[src/rtl/theta_pkg.sv]
// Shared types and helpers for the Keccak theta apply stage.
// State encodings, lane-grid geometry and the 1-bit lane rotate.
package theta_pkg;

    localparam int NLANE_DIM = 5;
    localparam int COORD_W   = 3;
    localparam int LANE_MAX  = 64;

    typedef logic [COORD_W-1:0] coord_t;

    typedef enum logic [2:0] {
        ST_IDLE,
        ST_INIT,
        ST_RUN,
        ST_DRAIN,
        ST_DONE
    } state_t;

    // Rotate the low w bits of lane left by one; bits at and above w stay 0.
    function automatic logic [LANE_MAX-1:0] rotl1(
        input logic [LANE_MAX-1:0] lane,
        input int unsigned         w
    );
        logic [LANE_MAX-1:0] ones;
        ones  = '1;
        rotl1 = ((lane << 1) | (lane >> (w - 1))) & ~(ones << w);
    endfunction

endpackage

[src/rtl/counter5.sv]
// Mod-5 lane coordinate counter.
// prev/cur/nxt are all registered so the neighbour indices need no adder.
module counter5
    import theta_pkg::*;
(
    input  logic   clk,
    input  logic   rst,
    input  logic   clr,
    input  logic   inc,
    output coord_t prev,
    output coord_t cur,
    output coord_t nxt,
    output logic   last
);

    localparam coord_t TOP = coord_t'(NLANE_DIM - 1);

    assign last = (cur == TOP);

    // Clear to 0 (with wrapped neighbours) or step all three taps together.
    always_ff @(posedge clk or posedge rst) begin
        if (rst) begin
            prev <= '0;
            cur  <= '0;
            nxt  <= '0;
        end else if (clr) begin
            prev <= TOP;
            cur  <= '0;
            nxt  <= coord_t'(1);
        end else if (inc) begin
            prev <= cur;
            cur  <= nxt;
            nxt  <= (nxt == TOP) ? '0 : nxt + coord_t'(1);
        end
    end

endmodule

[src/rtl/theta_apply_controller.sv]
// Keccak theta apply: A[x][y] ^= C[x-1] ^ ROTL(C[x+1],1) over all 25 lanes.
// Read stage fetches the lane and builds D; write stage one cycle later.
module theta_apply_controller
    import theta_pkg::*;
#(
    parameter int LANE_W = 64
)(
    input  logic              clk,
    input  logic              rst,
    input  logic              start,
    output logic              busy,
    output logic              done,
    output logic [2:0]        par_addr_a,
    output logic [2:0]        par_addr_b,
    input  logic [LANE_W-1:0] par_data_a,
    input  logic [LANE_W-1:0] par_data_b,
    output logic [2:0]        st_rd_x,
    output logic [2:0]        st_rd_y,
    output logic              st_rd_en,
    input  logic [LANE_W-1:0] st_rd_data,
    output logic              st_wr_en,
    output logic [2:0]        st_wr_x,
    output logic [2:0]        st_wr_y,
    output logic [LANE_W-1:0] st_wr_data
);

    state_t state;

    coord_t x_prev, x_cur, x_next;
    coord_t y_prev, y_cur, y_next;
    logic   x_last, y_last;
    logic   cnt_clr, y_inc, x_inc;

    logic [LANE_MAX-1:0] rot_full;
    logic [LANE_W-1:0]   d_next;

    logic [LANE_W-1:0] d_q;
    coord_t            wr_x_q, wr_y_q;
    logic              wr_valid_q;

    logic unused_y_taps;
    assign unused_y_taps = ^{y_prev, y_next};

    assign cnt_clr = (state == ST_INIT);
    assign y_inc   = (state == ST_RUN);
    assign x_inc   = (state == ST_RUN) && y_last;

    counter5 u_x (
        .clk  (clk),
        .rst  (rst),
        .clr  (cnt_clr),
        .inc  (x_inc),
        .prev (x_prev),
        .cur  (x_cur),
        .nxt  (x_next),
        .last (x_last)
    );

    counter5 u_y (
        .clk  (clk),
        .rst  (rst),
        .clr  (cnt_clr),
        .inc  (y_inc),
        .prev (y_prev),
        .cur  (y_cur),
        .nxt  (y_next),
        .last (y_last)
    );

    assign par_addr_a = x_prev;
    assign par_addr_b = x_next;
    assign st_rd_x    = x_cur;
    assign st_rd_y    = y_cur;

    assign rot_full = rotl1(LANE_MAX'(par_data_b), LANE_W);
    assign d_next   = par_data_a ^ rot_full[LANE_W-1:0];

    assign st_wr_en   = wr_valid_q;
    assign st_wr_x    = wr_x_q;
    assign st_wr_y    = wr_y_q;
    assign st_wr_data = wr_valid_q ? (st_rd_data ^ d_q) : '0;

    // Sweep sequencer with registered busy/done/read-enable.
    always_ff @(posedge clk or posedge rst) begin
        if (rst) begin
            state    <= ST_IDLE;
            busy     <= 1'b0;
            done     <= 1'b0;
            st_rd_en <= 1'b0;
        end else begin
            unique case (state)
                ST_IDLE: begin
                    done <= 1'b0;
                    if (start) begin
                        state <= ST_INIT;
                        busy  <= 1'b1;
                    end
                end
                ST_INIT: begin
                    state    <= ST_RUN;
                    st_rd_en <= 1'b1;
                end
                ST_RUN: begin
                    if (x_last && y_last) begin
                        state    <= ST_DRAIN;
                        st_rd_en <= 1'b0;
                    end
                end
                ST_DRAIN: begin
                    state <= ST_DONE;
                    busy  <= 1'b0;
                    done  <= 1'b1;
                end
                ST_DONE: begin
                    state <= ST_IDLE;
                    done  <= 1'b0;
                end
                default: begin
                    state    <= ST_IDLE;
                    busy     <= 1'b0;
                    done     <= 1'b0;
                    st_rd_en <= 1'b0;
                end
            endcase
        end
    end

    // Carry D and the lane coordinate alongside the synchronous read.
    always_ff @(posedge clk or posedge rst) begin
        if (rst) begin
            d_q        <= '0;
            wr_x_q     <= '0;
            wr_y_q     <= '0;
            wr_valid_q <= 1'b0;
        end else begin
            wr_valid_q <= (state == ST_RUN);
            if (state == ST_RUN) begin
                d_q    <= d_next;
                wr_x_q <= x_cur;
                wr_y_q <= y_cur;
            end
        end
    end

endmodule

[config.mk]
export PLATFORM = sky130hd
export DESIGN_NAME = theta_apply_controller
export DESIGN_NICKNAME = d
export VERILOG_FILES = /design/src/rtl/theta_pkg.sv /design/src/rtl/counter5.sv /design/src/rtl/theta_apply_controller.sv
export SDC_FILE = /design/constraint.sdc
export NUM_CORES = 1
export LEC_CHECK = 0
export CORE_MARGIN = 4
export CORE_UTILIZATION = 35
export CTS_CLUSTER_DIAMETER = 100
export DETAILED_ROUTE_END_ITERATION = 7
export DONT_BUFFER_PORTS = 1
export GPL_ROUTABILITY_DRIVEN = 0
export PLACE_DENSITY = 0.56
export SYNTH_ARGS = -nofsm -noshare
export SYNTH_HDL_FRONTEND = slang
export SYNTH_HIERARCHICAL = 1
export SYNTH_SLANG_ARGS = --single-unit
[constraint.sdc]
create_clock -name clk -period 4.3 [get_ports clk]
set_clock_uncertainty 0.05 [all_clocks]
set_input_delay 1.075 -clock clk [delete_from_list [all_inputs] [get_ports clk]]
set_output_delay 1.075 -clock clk [all_outputs]
set_load 0.005 [all_outputs]
==> impl_metrics.env, run 1 <==
export IMPL_timing_rr_start="state[1]$_DFFE_PP0P_"
export IMPL_route_vias_total=3354
export IMPL_cts_setup_buffers=0
export IMPL_drive_gt1_share_pct=6.890
export IMPL_peakVddDrop_uv=459.7
export IMPL_fin_crit_ns=2.713
export IMPL_clockBufferDepth=2
export IMPL_powerDensity_nw_per_um2=690.2
export IMPL_drt_vias_per_instance=4.875
export IMPL_num_nets_final=702
export IMPL_first_pass_iters=6
export IMPL_root_buffer="clkbuf_16"
export IMPL_startpoint="st_wr_en$_DFF_PP0_"
export IMPL_hold_viol_final=0
export IMPL_critical_path_class="flip-flop to output port"
export IMPL_leakagePower_uw=0.002264
export IMPL_synthCells=517
export IMPL_holdWs_ns=0.4822
export IMPL_cts_hold_buf=0
export IMPL_ctsResizeCount=0
export IMPL_synthToLayoutAreaGrowth_pct=7.780
export IMPL_ios=281
export IMPL_dieWidth_um=129.1
export IMPL_drv_slew=0
export IMPL_cp_start_kind="flip-flop"
export IMPL_relSlewSlack_pct=36.71
export IMPL_drtIter0Drc=119
export IMPL_wl_per_cell_um=16.67
export IMPL_grt_max_degree=78
export IMPL_cp_slowest_cell="dfrtp_2"
export IMPL_syn_num_nets=716
export IMPL_worst_slew_pin_slew_ns=0.9493
export IMPL_dp_hpwl_mm=8.729
export IMPL_syn_area_um2=5130
export IMPL_grt_pass1_vias=3411
export IMPL_cp_cell_sequence="and2_1"
export IMPL_post_route_period_util_pct=63.10
export IMPL_path_delay_family="flip-flops"
export IMPL_fill_cells=1410
export IMPL_cts_clk_slew_worst_paths_ns=0.07
export IMPL_crit_arrival_ns=1.59
export IMPL_crit_fanout=65
export IMPL_start_util_pct=36.39
export IMPL_tritoncts="built"
export IMPL_maxCapViolations=0
export IMPL_die_h_um=129.1
export IMPL_diodes=0
export IMPL_route_detailed_drc=0
export IMPL_syn_avg_cell_area_um2=9.922
export IMPL_die_area_um2=16660
export IMPL_htreeDepth=3
export IMPL_finalSetupViolCount=0
export IMPL_rsz0062_at_grt="no"
export IMPL_status="finished clean"
export IMPL_hp_class="primary input to async pin"
export IMPL_io_buffers=0
export IMPL_grt_overflow=0
export IMPL_cts_sinks=92
export IMPL_num_rows=43
export IMPL_grt_pass1_wl_mm=17.32
export IMPL_drt_total_wl_mm=11.47
export IMPL_worst_path_buf_inv=0
export IMPL_fp_coreArea_um2=14100
export IMPL_slowest_delay_ns=0.94
export IMPL_ant_nets=0
export IMPL_worstSetupEndpointType="output port"
export IMPL_worstPathRequired_ns=3.17
export IMPL_antenna_found_initial=0
export IMPL_setup_tns_ns=0
export IMPL_clk_latency_ns=0.35
export IMPL_max_freq_mhz=368.6
export IMPL_grt_usage_pct=13.32
export IMPL_numCtsBuffers=9
export IMPL_yosysWarnings=6
==> registers in the layout, summed over array words and instances, names as in the netlist <==
signal / count
d_q: 64
st_wr_x: 3
st_wr_y: 3
state: 3
u_x/cur: 3
u_x/nxt: 3
u_x/prev: 3
u_y/cur: 3
u_y/nxt: 3
busy: 1
done: 1
st_rd_en: 1
st_wr_en: 1
==> layer usage <==
metal	part of all wire [%]	GRT usage (%)
met5	0	0
met4	0.99	3.706
met3	10	5.029
met2	51	23.17
met1	38	15.38
==> cell usage in the layout, fill, tap and decap left out <==
| cell | instances |
|---|---|
| mux2_2 | 6 |
| buf_4 | 4 |
| xnor2_1 | 65 |
| and2b_2 | 3 |
| dfrtp_1 | 91 |
| nor3b_4 | 1 |
| nor3b_1 | 3 |
| nor2b_4 | 2 |
| a211o_2 | 1 |
| clkinv_2 | 3 |
| mux2_1 | 1 |
| o211a_1 | 2 |
| inv_1 | 9 |
| inv_6 | 3 |
| o31ai_1 | 1 |
| nor2b_1 | 1 |
| nor3_1 | 4 |
| nand2_1 | 3 |
| a31oi_1 | 1 |
| dfrtp_2 | 1 |
| nor2_1 | 75 |
| a211o_1 | 3 |
| ha_1 | 4 |
| bufinv_16 | 2 |
| mux2i_1 | 10 |
| xor2_1 | 64 |
| a311o_1 | 1 |
| clkbuf_16 | 9 |
| and2_1 | 65 |
| a21oi_1 | 68 |
| o21ai_0 | 2 |
==> path summary, 6_finish.rpt <==
check	endpoint	slack (ns)	cells past startpoint
max in group asynchronous	d_q[37]$_DFFE_PP0P_	2.58	2
worst min-delay path	u_y/cur[2]$_DFFE_PP0P_	0.48	1
worst max-delay path	st_wr_data[30]	1.59	1
worst max register to register	st_wr_x[2]$_DFFE_PP0P_	1.63	4
worst min register to register	st_wr_x[1]$_DFFE_PP0P_	0.50	1
min in group clk	st_wr_x[1]$_DFFE_PP0P_	0.50	1
==> stage by stage <==
step	cells	cell area, µm²	setup WS, ns	util [%]	total power, µW
6_report	688	5529	1.587	39.22	3816
5_1_grt	688	5529	1.370	39.22	4163
4_1_cts	688	5529	1.460	39.22	3902
3_5_place_dp	672	5207	1.646	36.94	3018
3_3_place_gp	672	5207	1.647	36.94	2957
2_1_floorplan	517	5130	1.208	-	2792
==> power by group <==
group | internal [µW] | switching [µW] | total [µW]
sequential | 1250 | 380 | 1630
combinational | 622 | 700 | 1320
clock | 514 | 347 | 860
total | 2390 | 1430 | 3820
==> layout make-up <==
| class | instances | area (µm²) | area share, % |
|---|---|---|---|
| flip-flops and latches | 92 | 2303 | 41.66 |
| repair buffers | 4 | 30.03 | 0.5431 |
| multi-input cells | 386 | 2610 | 47.21 |
| well taps | 180 | 225.2 | 4.073 |
| clock buffers | 9 | 225.2 | 4.073 |
| clock inverters | 7 | 96.34 | 1.742 |
| inverters | 10 | 38.79 | 0.7015 |
No activity file was read; power rests on OpenSTA's default activity.
==> run 2: changes to the inputs <==
- ABC_AREA: not set -> 1
- PLACE_DENSITY: 0.56 -> 0.58
- clock period: 4.3 -> 2.3 ns (I/O delays scaled with it)
==> run 2 against run 1 <==
Clock-buffer cell count unchanged; hold slack worse by 0.46 ns; sequential power rose by 80%; area after synthesis fell by 1.2%; synthesized cell count increased by 32%; first-iteration DRC count grew 59%; cell area shrank 0.41%; largest cell class unchanged; highest routed layer unchanged.
==> impl_metrics.env, run 2 <==
export IMPL_status="finished clean"
export IMPL_hp_class="primary input to async pin"
export IMPL_finish_utilization_pct=39.21
export IMPL_path_delay_family="flip-flops"
export IMPL_relSlewSlack_pct=57.93
export IMPL_die_area_um2=16460
export IMPL_worst_slew_pin_slew_ns=0.6287
export IMPL_ios=281
export IMPL_timing_reg2reg_setup_slack_ns=0.52
export IMPL_cts_sinks=92
export IMPL_syn_area_um2=5066
export IMPL_clockBufferDepth=2
export IMPL_first_pass_iters=4
export IMPL_num_nets_final=875
export IMPL_largest_register_ffs=64
export IMPL_fill_cells=1466
export IMPL_cts_clk_slew_worst_paths_ns=0.07
export IMPL_post_route_period_util_pct=85.64
export IMPL_cp_slowest_cell="dfrtp_2"
export IMPL_die_h_um=128.3
export IMPL_grt_pass1_vias=4053
export IMPL_clk_latency_ns=0.34
export IMPL_peakVddDrop_uv=764.9
export IMPL_slowest_delay_ns=0.35
export IMPL_grt_max_degree=81
export IMPL_grt_overflow=0
export IMPL_start_util_pct=36.08
export IMPL_dp_hpwl_mm=10.23
export IMPL_grt_usage_pct=15.15
export IMPL_crit_fanout=30
export IMPL_worst_path_buf_inv=1
export IMPL_htreeDepth=3
export IMPL_timing_rr_start="u_y/cur[0]$_DFFE_PP0P_"
export IMPL_cts_setup_buffers=0
export IMPL_layout_commonest_cell="nand2_1"
export IMPL_leakagePower_uw=0.002535
export IMPL_route_detailed_drc=0
export IMPL_maxCapViolations=0
export IMPL_worstSetupEndpointType="output port"
export IMPL_rsz0062_at_grt="no"
export IMPL_drt_total_wl_mm=12.88
export IMPL_setup_tns_ns=0
export IMPL_io_buffers=0
export IMPL_hold_viol_final=0
export IMPL_ant_nets=0
export IMPL_cp_start_kind="flip-flop"
export IMPL_tritoncts="built"
export IMPL_finalSetupViolCount=0
export IMPL_worstPathRequired_ns=1.67
export IMPL_fin_crit_ns=1.970
export IMPL_diodes=0
export IMPL_dieWidth_um=128.3
export IMPL_worstReg2RegEnd="u_x/nxt[2]$_DFFE_PP0P_"
export IMPL_largest_register="d_q"
export IMPL_drtIter0Drc=189
export IMPL_fp_coreArea_um2=14040
export IMPL_crit_arrival_ns=1.34
export IMPL_synthCells=680
export IMPL_num_rows=43
export IMPL_cp_cell_sequence="buf_4 -> nand2_1 -> nor2_1"
export IMPL_syn_avg_cell_area_um2=7.450
export IMPL_drive_gt1_share_pct=5.147
export IMPL_route_vias_total=4209
export IMPL_yosysWarnings=6
export IMPL_syn_num_nets=879
export IMPL_max_freq_mhz=507.7
export IMPL_critical_path_class="flip-flop to output port"
export IMPL_numCtsBuffers=9
export IMPL_wl_per_cell_um=14.97
export IMPL_grt_pass1_wl_mm=19.92
export IMPL_reg2regPathDepth=8
export IMPL_drt_vias_per_instance=4.894
export IMPL_root_buffer="clkbuf_16"
export IMPL_synthToLayoutAreaGrowth_pct=8.693
export IMPL_powerDensity_nw_per_um2=1267
export IMPL_drv_slew=0
export IMPL_antenna_found_initial=0
export IMPL_layout_common_cells="230 x nand2_1, 140 x nor2_1, 91 x dfrtp_1"
-- run 2: cell type report --
type	instances	area (µm²)	area share [%]
clock buffers	9	225.2	4.090
inverters	30	116.4	2.113
clock inverters	6	40.04	0.7271
multi-input cells	536	2529	45.92
repair buffers	7	67.56	1.227
well taps	180	225.2	4.090
flip-flops and latches	92	2303	41.83
-- run 2: routing by layer --
layer | GRT usage (%) | part of all wire [%] | vias up
met5 | 0 | 0 | -
met4 | 6.117 | 1.9 | 0
met3 | 4.083 | 9.0 | 15
met2 | 26.02 | 50 | 187
met1 | 17.97 | 39 | 1909
li1 | - | - | 2098
-- run 2: how the worst max path moves through the flow --
| stage | end | start | slack, ns | cells after the start |
|---|---|---|---|---|
| floorplan | u_x/nxt[2]$_DFFE_PP0P_ | state[2]$_DFFE_PP0P_ | 0.55 | 10 |
| global placement | u_x/nxt[2]$_DFFE_PP0P_ | u_y/cur[0]$_DFFE_PP0P_ | 0.60 | 8 |
| detailed placement | u_x/nxt[2]$_DFFE_PP0P_ | u_y/cur[0]$_DFFE_PP0P_ | 0.55 | 8 |
| CTS | st_wr_data[63] | st_wr_en$_DFF_PP0_ | 0.29 | 3 |
| global route | st_wr_data[27] | st_wr_en$_DFF_PP0_ | 0.24 | 3 |
| finish | st_wr_data[63] | st_wr_en$_DFF_PP0_ | 0.33 | 3 |
-- run 2: power by group --
part,switching [µW],total [µW],internal (µW)
clock network,614,1340,726
registers,596,2940,2350
logic,1720,2700,976
total,2930,6980,4050
-- run 2: through the flow --
stage                     instances  area (µm²)  setup WS, ns  hold WS [ns]  power (µW)
final                           860        5507        0.3302       0.02598        6979
after global routing            860        5507        0.2372       0.03368        7709
after CTS                       860        5507        0.2865       0.01272        7114
after detailed placement        844        5231        0.5477        0.3510        5725
after global placement          844        5231        0.6012        0.3448        5606
after floorplan                 680        5070        0.5514        0.3160        5118
-- run 2: worst reg2reg max path: stages (launching register included) --
cell and delay, ns:
dfrtp_1 0.43, nor3_1 0.27, inv_1 0.07, nor2_1 0.50, nand2_1 0.15, inv_1 0.08
nand2_1 0.04, nand2_1 0.05, nor2_1 0.04
-- run 2: what timing repair did --
| item | CTS | global route |
|---|---|---|
| endpoints found under the hold margin | 6 | 0 |
| resized for setup | 0 | 0 |
| hold buffers | 1 | 0 |
==> run 3: changes to the inputs <==
- CTS_BUF_LIST: not set -> sky130_fd_sc_hd__clkbuf_4 sky130_fd_sc_hd__clkbuf_8
==> run 3 against run 2 <==
Wire length up 0.49%; worst setup slack got worse by 0.044 ns; clock power decreased by 28%; critical path depth stayed put; flip-flop and latch count unchanged; via count fell by 0.95%; clock-buffer cell count unchanged; non-clock buffer count stayed put; final cell count unchanged.
==> impl_metrics.env, run 3 (synthesized netlist as in run 2, its figures left out) <==
export IMPL_status="finished clean"
export IMPL_rsz0062_at_grt="no"
export IMPL_timing_reg2reg_setup_slack_ns=0.52
export IMPL_cp_cell_sequence="buf_4 -> nand2_1 -> nor2_1"
export IMPL_startpoint="st_wr_en$_DFF_PP0_"
export IMPL_worstReg2RegEnd="u_x/nxt[2]$_DFFE_PP0P_"
export IMPL_fin_crit_ns=2.013
export IMPL_fp_coreArea_um2=14040
export IMPL_maxCapViolations=0
export IMPL_dieWidth_um=128.3
export IMPL_drt_total_wl_mm=12.94
export IMPL_hold_viol_final=0
export IMPL_worstSetupEndpointType="output port"
export IMPL_relSlewSlack_pct=58.23
export IMPL_wl_per_cell_um=15.05
export IMPL_antenna_found_initial=0
export IMPL_grt_pass1_wl_mm=19.99
export IMPL_worstPathRequired_ns=1.67
export IMPL_reg2regPathDepth=8
export IMPL_setup_tns_ns=0
export IMPL_dp_hpwl_mm=10.23
export IMPL_diodes=0
export IMPL_finish_utilization_pct=38.49
export IMPL_die_h_um=128.3
export IMPL_post_place_ws_ns=0.5477
export IMPL_slowest_delay_ns=0.36
export IMPL_drt_vias_per_instance=4.848
export IMPL_instances_no_fill=860
export IMPL_grt_usage_pct=15.22
export IMPL_leakagePower_uw=0.002489
export IMPL_num_rows=43
export IMPL_critical_path_class="flip-flop to output port"
export IMPL_clockBufferDepth=2
export IMPL_grt_max_degree=81
export IMPL_route_vias_total=4169
export IMPL_cts_clk_slew_worst_paths_ns=0.09
export IMPL_layout_setup_ws_ns=0.2866
export IMPL_first_pass_iters=5
export IMPL_cts_sinks=92
export IMPL_largest_register_ffs=64
export IMPL_hp_class="primary input to async pin"
export IMPL_root_buffer="clkbuf_8"
export IMPL_worst_slew_pin_slew_ns=0.6242
export IMPL_grt_overflow=0
export IMPL_cp_start_kind="flip-flop"
export IMPL_htreeDepth=3
export IMPL_layout_common_cells="230 x nand2_1, 140 x nor2_1, 91 x dfrtp_1"
export IMPL_ios=281
export IMPL_crit_arrival_ns=1.39
export IMPL_numCtsBuffers=9
export IMPL_num_nets_final=875
export IMPL_max_freq_mhz=496.7
export IMPL_layout_commonest_cell="nand2_1"
export IMPL_fin_area_um2=5405
export IMPL_post_route_period_util_pct=87.54
export IMPL_cts_setup_buffers=0
export IMPL_start_util_pct=36.08
export IMPL_synthToLayoutAreaGrowth_pct=6.693
export IMPL_cts_hold_buf=1
export IMPL_io_buffers=0
export IMPL_crit_fanout=30
export IMPL_place_area_um2=5231
export IMPL_powerDensity_nw_per_um2=1222
export IMPL_finalSetupViolCount=0
export IMPL_placedCellCount=844
export IMPL_ctsResizeCount=0
export IMPL_largest_register="d_q"
export IMPL_tritoncts="built"
export IMPL_worstSetupEndpoint="st_wr_data[63]"
export IMPL_drv_slew=0
export IMPL_peakVddDrop_uv=655.3
export IMPL_die_area_um2=16460
export IMPL_route_detailed_drc=0
export IMPL_drive_gt1_share_pct=5.147
export IMPL_clk_latency_ns=0.37
export IMPL_grt_pass1_vias=4055
export IMPL_ant_nets=0
export IMPL_drtIter0Drc=197
export IMPL_cp_slowest_cell="dfrtp_2"
export IMPL_timing_rr_start="u_y/cur[0]$_DFFE_PP0P_"
## run 3: cell types whose count changed in the layout (fill, tap and decap cells not counted)
cell / delta
clkbuf_8: +9
clkbuf_16: -9
## run 3: metal layers
metal  vias to the layer above  GRT usage [%]  share of wire, %
li1                       2091              -                 -
met1                      1890          18.11                39
met2                       175          26.02                50
met3                        13          5.208               9.5
met4                         0          4.619               1.5
met5                         -              0                 0
## run 3: power breakdown
part           total [µW]  leakage, µW  switching [µW]  internal (µW)
logic                2700      0.00125            1720            976
registers            2940      0.00115             597           2340
clock network         966    0.0000852             580            387
## run 3: final cells by class
cell class | count | area, µm²
clock buffer | 9 | 123.9
clock inverter | 6 | 40.04
fill | 1473 | 8637
inverter | 30 | 116.4
multi-input combinational | 536 | 2529
sequential | 92 | 2303
tap | 180 | 225.2
timing repair buffer | 7 | 67.56
## run 3: critical path: cells and delay by family, from the launching register on
family        cells  cell delay (ns)
buf+inv           1             0.30
flops             1             0.36
simple gates      2             0.34
## run 3: per-stage QoR
stage          total power [µW]  hold slack [ns]
4_1_cts                    6726           0.1491
3_5_place_dp               5725           0.3510
2_1_floorplan              5118           0.3160
6_report                   6604           0.1502
3_3_place_gp               5606           0.3448
5_1_grt                    7334           0.1652
## run 3: how the worst min path moves through the flow
stage / end / start / cells past startpoint
floorplan: u_y/cur[0]$_DFFE_PP0P_ / rst / 1
global placement: u_y/nxt[1]$_DFFE_PP0P_ / rst / 1
detailed placement: u_y/cur[0]$_DFFE_PP0P_ / rst / 1
CTS: state[1]$_DFFE_PP0P_ / rst / 2
global route: st_wr_y[0]$_DFFE_PP0P_ / rst / 2
finish: st_wr_y[0]$_DFFE_PP0P_ / rst / 2
